[src/rtl/exu_div_seq_pkg.sv]
// Shared definitions for the RV64 divide sequencer: ALU op encodings, FSM states
// and small op-decode helpers.
package exu_div_seq_pkg;

   localparam int ALUOP_WIDTH = 5;

   // Divide ops share op[4:3]=2'b01; op[2]=W, op[1]=remainder, op[0]=unsigned.
   localparam logic [ALUOP_WIDTH-1:0] ALU_OP_DIV   = 5'b01000;
   localparam logic [ALUOP_WIDTH-1:0] ALU_OP_DIVU  = 5'b01001;
   localparam logic [ALUOP_WIDTH-1:0] ALU_OP_REM   = 5'b01010;
   localparam logic [ALUOP_WIDTH-1:0] ALU_OP_REMU  = 5'b01011;
   localparam logic [ALUOP_WIDTH-1:0] ALU_OP_DIVW  = 5'b01100;
   localparam logic [ALUOP_WIDTH-1:0] ALU_OP_DIVUW = 5'b01101;
   localparam logic [ALUOP_WIDTH-1:0] ALU_OP_REMW  = 5'b01110;
   localparam logic [ALUOP_WIDTH-1:0] ALU_OP_REMUW = 5'b01111;

   typedef enum logic [2:0] {
      ST_IDLE  = 3'd0,
      ST_PREP  = 3'd1,
      ST_CALC  = 3'd2,
      ST_FIXUP = 3'd3,
      ST_DONE  = 3'd4
   } div_state_e;

   function automatic logic op_is_div(input logic [ALUOP_WIDTH-1:0] op);
      return op[4:3] == 2'b01;
   endfunction

   function automatic logic op_is_w(input logic [ALUOP_WIDTH-1:0] op);
      return op[2];
   endfunction

   function automatic logic op_is_rem(input logic [ALUOP_WIDTH-1:0] op);
      return op[1];
   endfunction

   function automatic logic op_is_unsigned(input logic [ALUOP_WIDTH-1:0] op);
      return op[0];
   endfunction

endpackage

[src/rtl/exu_div_seq_step.sv]
// One radix-2 restoring division step: shift {rem,quo} left, subtract divisor if it fits.
module exu_div_seq_step #(
   parameter int XLEN = 64
) (
   input  logic [XLEN-1:0] rem,
   input  logic [XLEN-1:0] quo,
   input  logic [XLEN-1:0] dvsr,
   output logic [XLEN-1:0] rem_nxt,
   output logic [XLEN-1:0] quo_nxt
);

   logic [XLEN:0] r_sh;
   logic [XLEN:0] r_sub;
   logic          fits;

   // r_sh < 2*dvsr, so the top bit of the difference is a clean borrow flag.
   assign r_sh    = {rem, quo[XLEN-1]};
   assign r_sub   = r_sh - {1'b0, dvsr};
   assign fits    = ~r_sub[XLEN];
   assign rem_nxt = fits ? r_sub[XLEN-1:0] : r_sh[XLEN-1:0];
   assign quo_nxt = {quo[XLEN-2:0], fits};

endmodule

[src/rtl/exu_div_seq.sv]
// Multi-cycle DIV/DIVU/REM/REMU (+W) sequencer. Valid/ready on both sides: a transfer
// happens in a cycle where valid and ready are both high; flush aborts without a result.
module exu_div_seq
   import exu_div_seq_pkg::*;
#(
   parameter int XLEN = 64
) (
   input  logic                   ds_clk_i,
   input  logic                   ds_rst_i,
   input  logic                   ds_valid_i,
   output logic                   ds_ready_o,
   input  logic [ALUOP_WIDTH-1:0] ds_aluop_i,
   input  logic [XLEN-1:0]        ds_rs1_i,
   input  logic [XLEN-1:0]        ds_rs2_i,
   input  logic                   ds_flush_i,
   output logic                   ds_valid_o,
   input  logic                   ds_ready_i,
   output logic [XLEN-1:0]        ds_result_o,
   output logic                   ds_stall_o,
   output div_state_e             ds_state_o
);

   localparam int CW = $clog2(XLEN) + 1;

   div_state_e      state;
   logic [XLEN-1:0] a_q, b_q, rem_q, quo_q, dvsr_q, result_q;
   logic [CW-1:0]   cnt_q;
   logic            w_q, rem_sel_q, uns_q, neg_q_q, neg_r_q, valid_q;
   logic            accept;

   logic [XLEN-1:0] a_ext, b_ext, a_abs, b_abs, min_val, spec_res;
   logic            a_neg, b_neg, div_zero, ovf;
   logic [XLEN-1:0] rem_nxt, quo_nxt, q_fin, r_fin, fix_res;

   function automatic logic [XLEN-1:0] sext32(input logic [XLEN-1:0] x);
      return {{(XLEN-32){x[31]}}, x[31:0]};
   endfunction

   function automatic logic [XLEN-1:0] wfix(input logic w, input logic [XLEN-1:0] x);
      return w ? sext32(x) : x;
   endfunction

   assign ds_ready_o  = (state == ST_IDLE);
   assign ds_stall_o  = (state != ST_IDLE);
   assign ds_valid_o  = valid_q & ~ds_flush_i;
   assign ds_result_o = result_q;
   assign ds_state_o  = state;
   assign accept      = ds_valid_i & ds_ready_o & ~ds_flush_i & op_is_div(ds_aluop_i);

   // Operand conditioning and special-case detection, evaluated in PREP.
   always_comb begin
      a_ext = a_q;
      b_ext = b_q;
      if (w_q) begin
         a_ext = uns_q ? {{(XLEN-32){1'b0}}, a_q[31:0]} : sext32(a_q);
         b_ext = uns_q ? {{(XLEN-32){1'b0}}, b_q[31:0]} : sext32(b_q);
      end
      a_neg   = ~uns_q & a_ext[XLEN-1];
      b_neg   = ~uns_q & b_ext[XLEN-1];
      a_abs   = a_neg ? -a_ext : a_ext;
      b_abs   = b_neg ? -b_ext : b_ext;
      min_val = w_q ? {{(XLEN-31){1'b1}}, 31'd0} : {1'b1, {(XLEN-1){1'b0}}};
      div_zero = (b_ext == '0);
      ovf      = ~uns_q & (a_ext == min_val) & (b_ext == '1);
      spec_res = '0;
      if (div_zero)
         spec_res = rem_sel_q ? a_ext : '1;
      else if (ovf)
         spec_res = rem_sel_q ? '0 : min_val;
   end

   exu_div_seq_step #(.XLEN(XLEN)) u_step (
      .rem     (rem_q),
      .quo     (quo_q),
      .dvsr    (dvsr_q),
      .rem_nxt (rem_nxt),
      .quo_nxt (quo_nxt)
   );

   assign q_fin   = neg_q_q ? -quo_q : quo_q;
   assign r_fin   = neg_r_q ? -rem_q : rem_q;
   assign fix_res = rem_sel_q ? r_fin : q_fin;

   always_ff @(posedge ds_clk_i or posedge ds_rst_i) begin
      if (ds_rst_i) begin
         state     <= ST_IDLE;
         a_q       <= '0;
         b_q       <= '0;
         rem_q     <= '0;
         quo_q     <= '0;
         dvsr_q    <= '0;
         result_q  <= '0;
         cnt_q     <= '0;
         w_q       <= 1'b0;
         rem_sel_q <= 1'b0;
         uns_q     <= 1'b0;
         neg_q_q   <= 1'b0;
         neg_r_q   <= 1'b0;
         valid_q   <= 1'b0;
      end else if (ds_flush_i && state != ST_IDLE) begin
         state   <= ST_IDLE;
         valid_q <= 1'b0;
      end else begin
         case (state)
            ST_IDLE: begin
               if (accept) begin
                  a_q       <= ds_rs1_i;
                  b_q       <= ds_rs2_i;
                  w_q       <= op_is_w(ds_aluop_i);
                  rem_sel_q <= op_is_rem(ds_aluop_i);
                  uns_q     <= op_is_unsigned(ds_aluop_i);
                  state     <= ST_PREP;
               end
            end
            ST_PREP: begin
               if (div_zero || ovf) begin
                  result_q <= wfix(w_q, spec_res);
                  valid_q  <= 1'b1;
                  state    <= ST_DONE;
               end else begin
                  // W dividends sit in the upper half so 32 shifts consume them.
                  rem_q   <= '0;
                  quo_q   <= w_q ? (a_abs << 32) : a_abs;
                  dvsr_q  <= b_abs;
                  neg_q_q <= a_neg ^ b_neg;
                  neg_r_q <= a_neg;
                  cnt_q   <= w_q ? CW'(32) : CW'(XLEN);
                  state   <= ST_CALC;
               end
            end
            ST_CALC: begin
               rem_q <= rem_nxt;
               quo_q <= quo_nxt;
               cnt_q <= cnt_q - 1'b1;
               if (cnt_q == CW'(1))
                  state <= ST_FIXUP;
            end
            ST_FIXUP: begin
               result_q <= wfix(w_q, fix_res);
               valid_q  <= 1'b1;
               state    <= ST_DONE;
            end
            ST_DONE: begin
               if (ds_ready_i) begin
                  valid_q <= 1'b0;
                  state   <= ST_IDLE;
               end
            end
            default: state <= ST_IDLE;
         endcase
      end
   end

endmodule

[config.mk]
export PLATFORM = sky130hd
export DESIGN_NAME = exu_div_seq
export DESIGN_NICKNAME = d
export VERILOG_FILES = /design/src/rtl/exu_div_seq_pkg.sv /design/src/rtl/exu_div_seq_step.sv /design/src/rtl/exu_div_seq.sv
export SDC_FILE = /design/constraint.sdc
export NUM_CORES = 2
export LEC_CHECK = 0
export CORE_MARGIN = 2
export CORE_UTILIZATION = 55
export DETAILED_ROUTE_END_ITERATION = 16
export HOLD_SLACK_MARGIN = 0.15
export PLACE_DENSITY = 0.9
export RECOVER_POWER = 50
export SYNTH_ARGS = -nofsm -noshare
export SYNTH_HDL_FRONTEND = slang
export SYNTH_HIERARCHICAL = 1
export SYNTH_SLANG_ARGS = --single-unit
[constraint.sdc]
create_clock -name ds_clk_i -period 14.05 [get_ports ds_clk_i]
set_input_delay 2.81 -clock ds_clk_i [delete_from_list [all_inputs] [get_ports ds_clk_i]]
set_output_delay 2.81 -clock ds_clk_i [all_outputs]
set_load 0.03 [all_outputs]
==> results.py <==
metrics = {
    "die": {
        "start_util_pct": 55.6,
        "die_y_um": 237,
        "rows": 85,
        "pin_count": 208,
        "die_w_um": 237,
        "design.die.area_mm2": 0.0563,
        "fp.coreArea_mm2": 0.0538,
    },
    "power_and_ir_drop": {
        "p_total_mw": 8.54,
        "p_sw_mw": 4.12,
        "pwr-share-seq_pct": 26.3,
        "p_comb_share_pct": 59.2,
        "p_leak_nw": 14.1,
        "power_density_mw_per_mm2": 258,
        "sw_frac_of_total_pct": 48.2,
        "internal_power_mw": 4.42,
        "peakVddDrop_mv": 0.232,
        "p_clk_share_pct": 14.6,
    },
    "drt": {
        "first_pass_iters": 9,
        "drt_wl_total_mm": 104,
        "wl_per_cell_um": 24.4,
        "num_vias": 28654,
        "viasPerCell": 6.75,
        "postRouteAntennaNets": 0,
        "dr.first_iter.drc_count": 4485,
        "route.detailed.drc": 0,
    },
    "clocking": {
        "htree_levels": 2,
        "cts.sinks": 400,
        "cts_buffers": 44,
        "postCtsSetupRepairBufs": 0,
        "root_buffer": "clkbuf_16",
        "max-clock-path-buffers": 3,
        "clk_pin_slew_worst_paths_ns": 0.06,
        "ctsHoldBuffers": 0,
        "cts_tree": "yes",
        "clk_latency_ns": 0.61,
        "cts_resized": 0,
    },
    "setup_path": {
        "cp.arrival_ns": 9.48,
        "crit_chain": "dlygate4sd3_1 -> clkinvlp_2 -> clkbuf_1 -> buf_4",
        "start_kind": "input pin",
        "crit_required_ns": 14.65,
        "cpMaxStageDelayCell": "clkbuf_1",
        "cpPeakStageDelay_ns": 2.67,
        "critPathKind": "in -> async",
        "endpoint_kind": "asynchronous set/reset pin",
        "r2r_slack_ns": 5.49,
        "critPathMaxFanout": 95,
    },
    "synth": {
        "syn_avg_cell_area_um2": 8.44,
        "yosys.area.top_type": "dfrtp_1",
        "synth_top_area_share_pct": 33.5,
        "synth_xor_xnor_area_share_pct": 7.88,
        "synth_top_family_by_area": "compound AO/OA/AOI/OAI gates",
        "synth_ff_type": "dfrtp_1",
        "yosys.area_share.simple_pct": 19.6,
        "ys_seq_elements": 400,
        "syn_nets": 3754,
        "yosysMostFrequentCell": "nand2_1",
        "synthArstFlopShare_pct": 100,
        "yosys.area_share.adder_pct": 3.04,
        "synth_edf_count": 0,
        "syn_inst": 3544,
        "ys_top_cells_by_area": "dfrtp_1 33%, mux2_2 5.4%, nand2_1 5.3%, o21ai_0 4.3%, xnor2_1 4.1%",
        "yosysWarnings": 6,
        "synth_area_mm2": 0.0299,
        "netlist-cell-type-count": 101,
        "ys_seq_area_share_pct": 33.5,
        "synth_compound_area_share_pct": 20.0,
        "synthTopCellsByCount": "424 x nand2_1, 400 x dfrtp_1, 314 x nor2_1",
        "synth.area.mux_share_pct": 9.48,
    },
    "cells_and_area": {
        "diodes": 0,
        "area.growth.synth_to_final_pct": 10.6,
        "fin_nets": 3727,
        "drive_gt1_share_pct": 10.1,
    },
    "timing": {
        "grt_setup_unrepaired": "false",
        "fin_crit_sh_pct": 63.2,
        "drv_slew": 430,
        "finalCriticalPeriod_ns": 8.88,
        "setup-tns-final_ns": 0,
        "slew_headroom_pct": -179,
        "setup_violations": 0,
        "worstMarginPinSlew_ns": 4.18,
        "skew_ns": 0.0339,
        "hold_viol_final": 0,
        "max_freq_mhz": 113,
    },
    "grt": {
        "antenna_found_initial": 3,
        "grt_pass1_vias": 26065,
        "track_usage_pct": 35.9,
        "grt_pass1_wl_mm": 157,
        "grt_max_degree": 180,
        "overflow": 0,
    },
    "hold_path": {
        "holdCritPathClass": "reg -> reg",
    },
    "placed_design": {
        "routabilityCongestion": 1.07,
        "place_hpwl_mm": 76.8,
        "port-buffer-count": 207,
    },
    "run_status": {
        "violations": "max-capacitance violations, max-slew violations",
        "status": "complete, but fails checks",
    },
    "job": {
        "drv_cap": 6,
    },
}
==> critical path, delay by kind of cell <==
| family | cells | cell delay (ns) |
|---|---|---|
| buf+inv | 4 | 6.52 |
==> worst paths after layout <==
path / from / endpoint / depth (start not counted)
worst min register to register: ds_result_o[16] / ds_result_o[16] / 2
max in group ds_clk_i: w_q / ds_result_o[15] / 10
worst max register to register: w_q / ds_result_o[15] / 10
worst max-delay path: ds_rst_i / ds_result_o[24] / 4
min in group asynchronous: ds_rst_i / b_q[46] / 2
worst min-delay path: ds_result_o[16] / ds_result_o[16] / 2
==> flip-flops by register name, indices dropped and copies added (netlist names), 3 cells and up <==
signal,flops
a_q,64
quo_q,64
rem_q,64
dvsr_q,64
ds_result_o,64
ds_state_o,3
b_q,64
cnt_q,7
==> final cells by class <==
cell class                 count  area [µm²]
fill                        4460       20700
clock inverter                16         251
inverter                     122         460
clock buffer                  64        1290
multi-input combinational   2715       17900
tap                          696         871
timing repair buffer         234        2270
sequential                   400       10000
==> placed cells by master, fill, tap and decap left out, types with 26 or more instances in the layout <==
| master | instances |
|---|---|
| a21o_1 | 48 |
| a21oi_1 | 208 |
| a221oi_1 | 27 |
| a22o_1 | 27 |
| a31oi_1 | 36 |
| clkbuf_16 | 44 |
| clkdlybuf4s50_1 | 177 |
| dfrtp_1 | 397 |
| dlygate4sd3_1 | 30 |
| ha_1 | 71 |
| inv_1 | 117 |
| mux2_2 | 142 |
| mux2_4 | 59 |
| mux2i_1 | 34 |
| nand2_1 | 423 |
| nand3_1 | 105 |
| nand4_1 | 52 |
| nor2_1 | 314 |
| nor3_1 | 76 |
| nor4_1 | 43 |
| o211ai_1 | 33 |
| o21ai_0 | 255 |
| o31ai_1 | 69 |
| o41ai_1 | 26 |
| or3_1 | 40 |
| or4_1 | 41 |
| xnor2_1 | 139 |
| xor2_1 | 130 |
==> layer usage <==
| metal | wire length [µm] | track usage [%] | up-vias | share of wire, % |
|---|---|---|---|---|
| met5 | 18 | 0 | - | 0.017 |
| met4 | 5660 | 16.7 | 2 | 5.5 |
| met3 | 14200 | 11.5 | 318 | 14 |
| met2 | 43400 | 51.7 | 2067 | 42 |
| met1 | 40300 | 48.9 | 13634 | 39 |
| li1 | - | - | 12633 | - |
==> power by group through the flow <==
stage	sequential, mW	clock, mW	combinational, mW
final	2.24	1.24	5.05
after global routing	2.26	1.30	5.39
after CTS	2.18	1.25	4.88
after detailed placement	2.19	0	4.84
after global placement	2.18	0	4.74
after floorplan	1.85	0	4.06
==> stage by stage <==
stage | hold WS [ns] | instances | utilization [%] | cell area [µm²] | setup WS (ns)
global placement | 0.452 | 4167 | 58.7 | 31600 | 6.61
CTS | 0.471 | 4247 | 61.6 | 33100 | 6.58
detailed placement | 0.458 | 4167 | 58.7 | 31600 | 6.58
floorplan | 0.449 | 3544 | - | 29900 | 0.116
global route | 0.484 | 4247 | 61.5 | 33100 | 4.06
finish | 0.462 | 4247 | 61.5 | 33100 | 5.17
==> cell families after synthesis <==
| family | Yosys count |
|---|---|
| AOI/OAI and AO/OA | 913 |
| xor gates and xnor gates | 269 |
| adders and majority gates | 72 |
| buffers and inverters | 429 |
| DFF | 400 |
| muxes | 236 |
| and+or+nand+nor | 1225 |
No activity file was read; power rests on OpenSTA's default activity.
